### src/rtl/branch_pc_unit.sv
// branch_pc_unit: branch resolution, PC register, misalign trap FSM and branch counters
module branch_pc_unit #(
  parameter logic [31:0] RESET_PC = 32'h0000_0000,
  parameter logic [31:0] TRAP_VEC = 32'h0000_0100,
  parameter int          CNT_W    = 32
) (
  input  logic             i_clk,
  input  logic             i_rst,
  input  logic             i_stall,
  input  logic             i_is_branch,
  input  logic             i_is_jal,
  input  logic             i_is_jalr,
  input  logic [2:0]       i_funct3,
  input  logic             i_brc_less,
  input  logic             i_brc_equal,
  input  logic [31:0]      i_target,
  output logic             o_br_un,
  output logic [31:0]      o_pc,
  output logic [31:0]      o_pc_four,
  output logic             o_taken,
  output logic             o_valid,
  output logic             o_misalign,
  output logic [31:0]      o_mtval,
  output logic [CNT_W-1:0] o_br_cnt,
  output logic [CNT_W-1:0] o_taken_cnt
);
  typedef enum logic {RUN, TRAP} state_t;
  state_t state, state_nx;
  logic run, legal, cond, br, br_tk, fault;
  logic [31:0] eff;
  assign run       = (state == RUN);
  assign o_br_un   = i_funct3[1];
  assign o_pc_four = o_pc + 32'd4;
  assign o_valid   = run;
  assign o_misalign = ~run;
  // funct3 010/011 are the only illegal encodings
  assign legal = ~(~i_funct3[2] & i_funct3[1]);
  assign cond  = (i_funct3[2] ? i_brc_less : i_brc_equal) ^ i_funct3[0];
  assign br    = run & ~i_is_jalr & ~i_is_jal & i_is_branch & legal;
  assign br_tk = br & cond;
  assign o_taken = run & (i_is_jalr | i_is_jal | br_tk);
  assign eff   = i_is_jalr ? {i_target[31:1], 1'b0} : i_target;
  assign fault = o_taken & (eff[1:0] != 2'b00);
  always_comb begin
    state_nx = state;
    if (state == TRAP) state_nx = RUN;
    else if (fault) state_nx = TRAP;
  end
  always_ff @(posedge i_clk) begin
    if (i_rst) begin
      state       <= RUN;
      o_pc        <= RESET_PC;
      o_mtval     <= '0;
      o_br_cnt    <= '0;
      o_taken_cnt <= '0;
    end else if (!i_stall) begin
      state <= state_nx;
      if (run) begin
        o_pc        <= fault ? TRAP_VEC : (o_taken ? eff : o_pc_four);
        o_br_cnt    <= o_br_cnt + CNT_W'(br);
        o_taken_cnt <= o_taken_cnt + CNT_W'(br_tk);
        if (fault) o_mtval <= eff;
      end
    end
  end
endmodule

### config.mk
export PLATFORM = sky130hd
export DESIGN_NAME = branch_pc_unit
export DESIGN_NICKNAME = d
export VERILOG_FILES = /design/src/rtl/branch_pc_unit.sv
export SDC_FILE = /design/constraint.sdc
export NUM_CORES = 1
export LEC_CHECK = 0
export ABC_AREA = 1
export CAP_MARGIN = 25
export CORE_UTILIZATION = 53
export DETAILED_ROUTE_END_ITERATION = 10
export HOLD_SLACK_MARGIN = 0.03
export PLACE_DENSITY = 0.87
export SYNTH_ARGS = -nofsm -noshare
export SYNTH_HDL_FRONTEND = slang
export SYNTH_SLANG_ARGS = --single-unit
### constraint.sdc
create_clock -name i_clk -period 5.5 [get_ports i_clk]
set_clock_uncertainty 0.1 [all_clocks]
set_input_delay 0.55 -clock i_clk [delete_from_list [all_inputs] [get_ports i_clk]]
set_output_delay 0.55 -clock i_clk [all_outputs]
set_load 0.02 [all_outputs]
-- Word level (Yosys, flattened, before mapping)
Index checks and enable logic that the tools add are counted.
W data, S select, Z words.
- register bits after elaboration: 129
- word-level logic and storage cells: 34
- add/sub/neg operators: 3
- bitwise gates (word level): 17
- mux-type cells: 6
- reductions and logical operators: 3
- operators by type and width (cell ; number):
    $add A32 B1 Y32 ; 2
    $mux W32 ; 2
    $add A32 B3 Y32 const B ; 1
    $and A1 B1 Y1 ; 8
    $not A1 Y1 ; 6
    $mux W1 ; 4
    $reduce_and A3 Y1 ; 1
    $or A1 B1 Y1 ; 2
    $reduce_and A2 Y1 ; 1
    $reduce_bool A2 Y1 ; 1
    $xor A1 B1 Y1 ; 1

-- Depth between registers and ports, before layout
Gate-level depths: netlist of run 1.
- depth after elaboration: 11
- depth in mapped cells: 16
- gate-level depth less buffers: 16

-- Least setup slack after synthesis of run 1
No wires, ideal clock.
- path kind: input -> register
- start: input port i_is_jalr
- end: register o_taken_cnt[22]
- setup slack: 3.038 ns
- arrival: 2.249 ns
- required time: 5.287 ns
- path buffers: 0
- stages: 14
- cell sequence: nor2_1 nand2_1 nor2_2 nand2_1 inv_1 ha_1 ha_1 nand4_1 nor2_2 nand3_2 nor2_1 nand2_1 nor2_1 nor2_1
- word-level cells in the longest chain between the ends: 7
- ends and longest elaborated chain (what ; line ; text):
    start, declared ; 12 ; input logic i_is_jalr,
    $not A1 Y1 ; 39 ; assign br = run & ~i_is_jalr & ~i_is_jal & i_is_branch & legal;
    $and A1 B1 Y1 (4 in a row) ; 39 ;
    $and A1 B1 Y1 ; 40 ; assign br_tk = br & cond;
    $add A32 B1 Y32 ; 61 ; o_taken_cnt <= o_taken_cnt + CNT_W'(br_tk);
    end signal, assigned ; 61 ;
    end, declared ; 25 ; output logic [CNT_W-1:0] o_taken_cnt
Every way passes these cells.
A chain may end at the register's enable or synchronous reset.

-- Final worst setup path of run 1
- start: input port i_is_jalr
- end: output port o_taken
- word-level cells in the longest chain between the ends: 8
- ends and longest elaborated chain (what ; line ; text):
    $not A1 Y1 ; 39 ;
    $and A1 B1 Y1 (4 in a row) ; 39 ;
    $and A1 B1 Y1 ; 40 ;
    $or A1 B1 Y1 (*) ; 41 ; assign o_taken = run & (i_is_jalr | i_is_jal | br_tk);
    $and A1 B1 Y1 (*) ; 41 ;
    end, declared ; 20 ; output logic o_taken,
Every way passes the cells marked *; elsewhere a longest branch is shown, timed or not.

==> run_results.csv, run 1 <==
group,metric,value,unit
pwr,vdd_drop_max,0.000256,V
place,hpwlAfterDp,16600,microns
global_routing,grtUsageTotal,0.328,
detailed_routing,routed-via-count,8574,
die,initial_core_util,0.551,
die,die_h,120,microns
detailed_routing,viasPerCell,5.45,
global_routing,grt_max_degree,97,
synth,syn_inst,1199,
detailed_routing,drt-initial-drc-count,797,
place,post_dp_cell_area,9480,sq um
pwr,leakagePower,3.70,nW
clock_tree,cts_hold_buf,0,
sta,whs,0.365,ns
worst_setup_path,crit_fanout,32,
detailed_routing,drt_wl_total,23600,microns
die,row_count,42,
worst_setup_path,criticalPathCategory,"in2out",
detailed_routing,drc_errors,0,
worst_setup_path,timing.reg2reg.setup_slack,1.74,ns
sta,rsz0062_at_grt,"no",
sta,finalSetupViolCount,0,
sta,hold_violations,0,
die,die_area,14400,sq um
synth,yosys_register_bits,129,
sta,fin_crit_sh,0.730,
cells_and_area,finalInstanceArea,10200,sq um
global_routing,global_route.overflow_total,0,
worst_setup_path,worst_r2r_endpoint,"o_mtval[17]$_SDFFE_PP0P_",
place,portBuffers,206,
clock_tree,htreeDepth,4,
clock_tree,post-cts-setup-buffers,0,
worst_setup_path,critPathLaunch,"i_is_jalr",
cells_and_area,mostFrequentLayoutCells,"nand2_1, clkdlybuf4s50_1, nor2_1",
place,place_congestion,0.929,
worst_setup_path,arrival,3.36,ns
worst_setup_path,start_kind,"input pin",
cells_and_area,n_antenna_cell,0,
sta,post-route-min-period,4.01,ns
global_routing,antenna_found_initial,0,
die,io_pins,207,
pwr,powerDensity,250,nW/um^2
detailed_routing,routedWlPerCell,15.0,microns
worst_setup_path,r2r_cells,11,
run_status,status,"finished, final reports clean",
sta,slew_headroom,0.270,
synth,synth_top_area_share,0.350,
synth,yosysSeqAreaShare,0.350,
synth,syn_nets,1247,
clock_tree,clockRootBuffer,"clkbuf_16",
cells_and_area,syn_to_final_growth,37.8,%
sta,tns,0,ns
cells_and_area,regArea,2580,sq um
worst_setup_path,endpoint,"o_taken",
clock_tree,cts_buffers,17,
synth,synth_area,7380,sq um
cells_and_area,final_common_cell,"nand2_1",
cells_and_area,utilization,0.758,
sta,worst_pin_slew,1.09,ns
worst_setup_path,end_kind,"output port",
clock_tree,insertion_delay,0.43,ns
detailed_routing,ant_nets,0,
cells_and_area,layout-drive-gt1-share,0.0422,
clock_tree,post_cts_resized,0,
synth,syn_avg_cell_area,6.15,sq um
synth,ys_warn_count,0,
sta,slew_viol_final,0,
clock_tree,cts_tree,"built",
cells_and_area,layout.nets,1433,
synth,synth.area.top_cells,"dfxtp_1, nand2_1, nand3_1, a21oi_1, nor2_1",
die,core_area,13400,sq um
synth,synth_largest_area_cell,"dfxtp_1",
hold_path,min_path_type,"reg2reg",
global_routing,first_global_vias,7645,
detailed_routing,firstDrtPassIters,6,
global_routing,grt_pass1_wl,37500,microns
worst_setup_path,cp.required,4.85,ns
synth,ys_types,32,
clock_tree,cts_max_path_buffers,2,
worst_setup_path,worst_r2r_startpoint,"o_misalign$_SDFFE_PP0N_",
die,die_w,120,microns
sta,max_freq,249,MHz
clock_tree,clock-sinks,129,
run,maxCapViolations,0,
cells_and_area,multi_input_area,4140,sq um
cells_and_area,nFillCells,1091,
clock_tree,clk_pin_slew,0.06,ns
[metal layers]
metal	share of wire	track usage	routed length, microns
met1	0.43	0.433	10100
met2	0.46	0.504	10800
met3	0.088	0.0860	2080
met4	0.028	0.135	655
met5	0	0	0
[synth_stat cells]
master and count:
nor4_1 5, nor2_2 8, dfxtp_1 129, o21ai_0 29, nand3_2 1, nand2_4 1, xor2_1 6, nor2_1 130
inv_2 2, ha_1 5, nand4_1 18, inv_1 119, nand2_1 407, nand4_4 1, o21bai_1 4, nand3_1 110
nand3b_1 23, nor2_8 1, nor2_4 3, clkbuf_1 22, a31oi_1 1, xnor2_1 11, buf_4 6, buf_2 14
buf_1 3, nand2_2 2, a21oi_1 99, o21a_1 1, nor3_1 35, and2_1 1, or2_0 1, and3_1 1
[power by group]
| part | internal (mW) | leakage, nW | switching, mW | total [mW] |
|---|---|---|---|---|
| clock | 0.768 | 0.298 | 0.440 | 1.21 |
| combinational | 0.142 | 2.35 | 0.202 | 0.344 |
| sequential | 0.961 | 1.05 | 0.0303 | 0.992 |
[area by class of cell]
type | count | share of cell area
Clock buffer | 18 | 0.0432
Clock inverter | 14 | 0.0185
Inverter | 121 | 0.0447
Multi-Input combinational cell | 904 | 0.407
Sequential cell | 129 | 0.254
Tap cell | 176 | 0.0217
Timing Repair Buffer | 212 | 0.211
[cells by family after synthesis]
logic type / count (synthesis) / share of synthesized area
AOI/OAI and AO/OA: 134 / 0.0928
xor gates and xnor gates: 17 / 0.0202
adders and majority gates: 5 / 0.00848
buffers and inverters: 166 / 0.0899
DFF: 129 / 0.350
and+or+nand+nor: 748 / 0.439
[stage by stage]
| stage | setup slack [ns] | total power [mW] | cells |
|---|---|---|---|
| 3_3_place_gp | 1.53 | 1.34 | 1540 |
| 3_5_place_dp | 1.39 | 1.34 | 1540 |
| 2_1_floorplan | 3.04 | 1.19 | 1199 |
| 5_1_grt | 1.34 | 2.62 | 1574 |
| 6_report | 1.49 | 2.54 | 1574 |
| 4_1_cts | 1.56 | 2.54 | 1572 |
[worst min path at each step]
stage | slack, ns | depth (start not counted) | from | to
finish | 0.37 | 2 | o_mtval[4]$_SDFFE_PP0P_ | o_mtval[4]$_SDFFE_PP0P_
global route | 0.38 | 2 | o_mtval[12]$_SDFFE_PP0P_ | o_mtval[12]$_SDFFE_PP0P_
CTS | 0.37 | 2 | o_mtval[19]$_SDFFE_PP0P_ | o_mtval[19]$_SDFFE_PP0P_
detailed placement | 0.35 | 2 | o_mtval[8]$_SDFFE_PP0P_ | o_mtval[8]$_SDFFE_PP0P_
global placement | 0.35 | 2 | o_mtval[24]$_SDFFE_PP0P_ | o_mtval[24]$_SDFFE_PP0P_
floorplan | 0.44 | 2 | o_mtval[0]$_SDFFE_PP0P_ | o_mtval[0]$_SDFFE_PP0P_
[state kept, by name (all words and copies together), names as in the netlist]
| name | cells |
|---|---|
| o_taken_cnt | 32 |
| o_br_cnt | 32 |
| o_pc | 32 |
| o_misalign | 1 |
| o_mtval | 32 |
[worst max-delay path, cell delays in order]
cell and delay, ns:
clkdlybuf4s50_1 0.42, nor2_1 0.29, nand2_1 0.11, nor2_2 0.11
nand2_1 0.09, nand2_2 0.53, nand2_4 0.43, inv_1 0.17
clkdlybuf4s50_1 0.62
No activity file was read; power rests on OpenSTA's default activity.
==> run 2: changes to the inputs <==
Settings changed: CORE_UTILIZATION 53 to 49, PLACE_DENSITY 0.87 to 0.82.
Clock period 5.5 ns to 4.2 ns, I/O delays scaled along.
==> run_results.csv, run 2 (same netlist as run 1, synthesis figures left out) <==
group,metric,value,unit
clock_tree,post-cts-setup-buffers,0,
detailed_routing,routed-via-count,8620,
die,die_h,125,microns
sta,max_freq,292,MHz
worst_setup_path,crit_fanout,8,
place,place_congestion,0.921,
clock_tree,cts_buffers,17,
place,hpwlAfterDp,16700,microns
global_routing,global_route.overflow_total,0,
clock_tree,insertion_delay,0.42,ns
die,die_w,125,microns
pwr,pwr-share-seq,0.388,
clock_tree,post_cts_resized,0,
worst_setup_path,start_kind,"register",
cells_and_area,mostFrequentLayoutCells,"nand2_1, clkdlybuf4s50_1, nor2_1",
sta,fin_crit_sh,0.815,
global_routing,grtUsageTotal,0.301,
pwr,p_clk_frac,0.478,
sta,slew_headroom,0.308,
global_routing,first_global_vias,7802,
detailed_routing,ant_nets,0,
clock_tree,clk_pin_slew,0.06,ns
pwr,powerDensity,328,nW/um^2
cells_and_area,regArea,2580,sq um
clock_tree,cts_max_path_buffers,2,
cells_and_area,nFillCells,1269,
die,row_count,44,
global_routing,grt_max_degree,96,
die,initial_core_util,0.506,
run_status,status,"finished, final reports clean",
clock_tree,cts_hold_buf,0,
detailed_routing,viasPerCell,5.44,
place,place_ws,0.933,ns
clock_tree,htreeDepth,4,
die,io_pins,207,
detailed_routing,drt_wl_total,23700,microns
run,maxCapViolations,0,
die,core_area,14600,sq um
detailed_routing,firstDrtPassIters,5,
hold_path,min_path_type,"reg2reg",
pwr,cellInternalPower,2.48,mW
worst_setup_path,r2r_cells,7,
place,portBuffers,206,
cells_and_area,n_antenna_cell,0,
sta,worst_pin_slew,1.04,ns
cells_and_area,layout-drive-gt1-share,0.0414,
detailed_routing,drc_errors,0,
global_routing,grt_pass1_wl,38300,microns
die,die_area,15600,sq um
detailed_routing,drt-initial-drc-count,884,
global_routing,antenna_found_initial,0,
sta,fin_ws,0.777,ns
worst_setup_path,arrival,2.90,ns
worst_setup_path,end_kind,"output port",
sta,slew_viol_final,0,
sta,tns,0,ns
cells_and_area,layout.nets,1435,
sta,rsz0062_at_grt,"no",
sta,finalSetupViolCount,0,
worst_setup_path,criticalPathCategory,"reg2out",
sta,hold_violations,0,
worst_setup_path,cp.required,3.68,ns
pwr,power_frac_comb,0.133,
clock_tree,clock-sinks,129,
pwr,leakagePower,3.70,nW
hold_path,min_delay_path_depth,2,
cells_and_area,final_common_cell,"nand2_1",
clock_tree,cts_tree,"built",
cells_and_area,syn_to_final_growth,37.9,%
cells_and_area,multi_input_area,4140,sq um
clock_tree,clockRootBuffer,"clkbuf_16",
pwr,vdd_drop_max,0.000303,V
sta,post-route-min-period,3.42,ns
pwr,p_sw_frac,0.256,
pwr,switchingPower,857,uW
detailed_routing,routedWlPerCell,15.0,microns
[run 2: cell types whose count changed in the layout (fill, tap and decap cells not counted)]
cell / delta
clkbuf_1: +3
buf_4: +3
clkinvlp_4: -2
clkinv_2: -2
clkbuf_8: +2
buf_16: -1
inv_6: -1
[run 2: path summary, 6_finish.rpt]
| kind | startpoint | endpoint | slack [ns] |
|---|---|---|---|
| min reg2reg | o_mtval[15]$_SDFFE_PP0P_ | o_mtval[15]$_SDFFE_PP0P_ | 0.36 |
| min | o_mtval[15]$_SDFFE_PP0P_ | o_mtval[15]$_SDFFE_PP0P_ | 0.36 |
| max reg2reg | o_misalign$_SDFFE_PP0N_ | o_mtval[1]$_SDFFE_PP0P_ | 1.38 |
| max | o_pc[2]$_SDFFE_PP0P_ | o_pc_four[20] | 0.78 |
[run 2: layout make-up]
cell class	count	share of cell area
multi-input combinational	904	0.406
sequential	129	0.254
timing repair buffer	214	0.210
clock buffer	23	0.0470
inverter	121	0.0446
tap	184	0.0226
clock inverter	9	0.0151
[run 2: worst max-delay path: stages, from the launching register on]
cell             delay (ns)
dfxtp_1                0.46
ha_1                   0.35
nand3_1                0.16
nor2_1                 0.42
nand2_1                0.20
nor2_1                 0.14
nand2_1                0.06
nand2_1                0.08
clkdlybuf4s50_1        0.61
[run 2: power groups by stage]
stage               Sequential, mW  Clock [mW]  Combinational [mW]
floorplan                     1.36           0               0.202
detailed placement            1.32           0               0.438
finish                        1.30        1.60               0.446
global route                  1.30        1.66               0.479
global placement              1.32           0               0.433
CTS                           1.30        1.60               0.440
[run 2: metrics by stage]
stage	hold slack [ns]	power [mW]	utilization	cell area, sq um	std cells
floorplan	0.437	1.56	-	7380	1199
global placement	0.350	1.76	0.652	9510	1551
detailed placement	0.352	1.76	0.652	9510	1551
CTS	0.362	3.34	0.695	10100	1583
global route	0.384	3.44	0.697	10200	1584
finish	0.364	3.34	0.697	10200	1584
[run 2: layer usage]
layer / global-route usage / up-vias / share of wire
li1: - / 4216 / -
met1: 0.402 / 3951 / 0.44
met2: 0.469 / 400 / 0.45
met3: 0.0571 / 53 / 0.075
met4: 0.136 / 0 / 0.034
met5: 0 / - / 0
==> run 3: changes to the inputs <==
Clock period 4.2 ns to 3.6 ns, I/O delays scaled along.
==> run_results.csv, run 3 (same netlist as run 1, synthesis figures left out) <==
group,metric,value,unit
run_status,status,"finished, final reports clean",
sta,rsz0062_at_grt,"no",
pwr,leakagePower,3.70,nW
die,initial_core_util,0.506,
cells_and_area,syn_to_final_growth,38.0,%
worst_setup_path,criticalPathCategory,"reg2out",
clock_tree,cts_tree,"built",
worst_setup_path,crit_buf_inv,3,
cells_and_area,n_antenna_cell,0,
die,io_pins,207,
clock_tree,cts_hold_buf,0,
die,die_area,15600,sq um
worst_setup_path,timing.reg2reg.setup_slack,0.83,ns
clock_tree,insertion_delay,0.42,ns
cells_and_area,mostFrequentLayoutCells,"nand2_1, clkdlybuf4s50_1, nor2_1",
sta,slew_headroom,0.552,
sta,slew_viol_final,0,
clock_tree,clockRootBuffer,"clkbuf_16",
sta,post-route-min-period,3.34,ns
place,place_ws,0.401,ns
global_routing,grt_max_degree,96,
clock_tree,htreeDepth,4,
detailed_routing,firstDrtPassIters,6,
clock_tree,cts_buffers,17,
detailed_routing,routed-via-count,8491,
sta,finalSetupViolCount,0,
cells_and_area,final_common_cell,"nand2_1",
global_routing,global_route.overflow_total,0,
worst_setup_path,crit_top_cell,"nand2_1",
global_routing,first_global_vias,7715,
worst_setup_path,cpPeakStageDelay,0.59,ns
worst_setup_path,end_kind,"output port",
cells_and_area,layout-drive-gt1-share,0.0443,
detailed_routing,drc_errors,0,
run,maxCapViolations,0,
global_routing,antenna_found_initial,0,
sta,max_freq,300,MHz
sta,worst_pin_slew,0.669,ns
cells_and_area,layout.nets,1437,
sta,hold_violations,0,
worst_setup_path,cp.required,3.14,ns
place,place_congestion,0.928,
detailed_routing,viasPerCell,5.36,
clock_tree,clk_pin_slew,0.06,ns
global_routing,grt_pass1_wl,38800,microns
detailed_routing,drt-initial-drc-count,831,
place,portBuffers,206,
die,die_h,125,microns
worst_setup_path,arrival,2.88,ns
die,core_area,14600,sq um
detailed_routing,routedWlPerCell,15.0,microns
clock_tree,post-cts-setup-buffers,0,
pwr,powerDensity,381,nW/um^2
worst_setup_path,cpMaxStageDelayCell,"clkdlybuf4s50_1",
hold_path,min_path_type,"reg2reg",
place,hpwlAfterDp,16800,microns
die,row_count,44,
worst_setup_path,crit_chain,"ha_1, inv_1, nor2_1, nand2_1, nor2_1, nand2_1, nand2_1, nand2_1, inv_1, clkdlybuf4s50_1",
sta,fin_ws,0.263,ns
pwr,vdd_drop_max,0.000361,V
detailed_routing,drt_wl_total,23700,microns
worst_setup_path,cp_top_family,"simple AND/OR/NAND/NOR gates",
clock_tree,post_cts_resized,0,
global_routing,grtUsageTotal,0.306,
clock_tree,clock-sinks,129,
clock_tree,cts_max_path_buffers,2,
sta,fin_crit_sh,0.927,
worst_setup_path,crit_fanout,8,
detailed_routing,ant_nets,0,
worst_setup_path,start_kind,"register",
sta,tns,0,ns
die,die_w,125,microns
## run 3: routing by layer
layer  global-route usage  routed length, microns
met5                    0                       0
met4                0.106                     552
met3               0.0636                    1980
met2                0.478                   10700
met1                0.416                   10500
## run 3: layout make-up
cell class	count	area, sq um
Multi-Input combinational cell	904	4140
Timing Repair Buffer	216	2150
Inverter	121	454
Fill cell	1287	4410
Clock inverter	13	186
Tap cell	184	230
Clock buffer	18	439
Sequential cell	129	2580
## run 3: through the flow
| step | util | hold WS, ns | total power, mW | instances | area, sq um |
|---|---|---|---|---|---|
| floorplan | - | 0.407 | 1.82 | 1199 | 7380 |
| global placement | 0.653 | 0.347 | 2.05 | 1552 | 9520 |
| detailed placement | 0.653 | 0.352 | 2.05 | 1552 | 9520 |
| CTS | 0.696 | 0.361 | 3.88 | 1583 | 10100 |
| global route | 0.698 | 0.384 | 4.00 | 1585 | 10200 |
| finish | 0.698 | 0.361 | 3.88 | 1585 | 10200 |
## run 3: path summary, 6_finish.rpt
path / cells after the start / startpoint / to
worst max-delay path: 10 / o_pc[2]$_SDFFE_PP0P_ / o_pc_four[26]
worst min register to register: 2 / o_mtval[21]$_SDFFE_PP0P_ / o_mtval[21]$_SDFFE_PP0P_
worst min-delay path: 2 / o_mtval[21]$_SDFFE_PP0P_ / o_mtval[21]$_SDFFE_PP0P_
worst max register to register: 7 / o_misalign$_SDFFE_PP0N_ / o_mtval[8]$_SDFFE_PP0P_
## run 3: power breakdown
part / internal, mW / leakage (nW) / switching (mW) / total, mW
registers: 1.47 / 1.05 / 0.0453 / 1.51
logic: 0.216 / 2.36 / 0.306 / 0.522
clock network: 1.17 / 0.294 / 0.669 / 1.84
total: 2.86 / 3.70 / 1.02 / 3.88
## run 3: worst min-delay path: stages, from the launching register on
cell and delay, ns:
dfxtp_1 0.31, nand2_1 0.06, a21oi_1 0.05
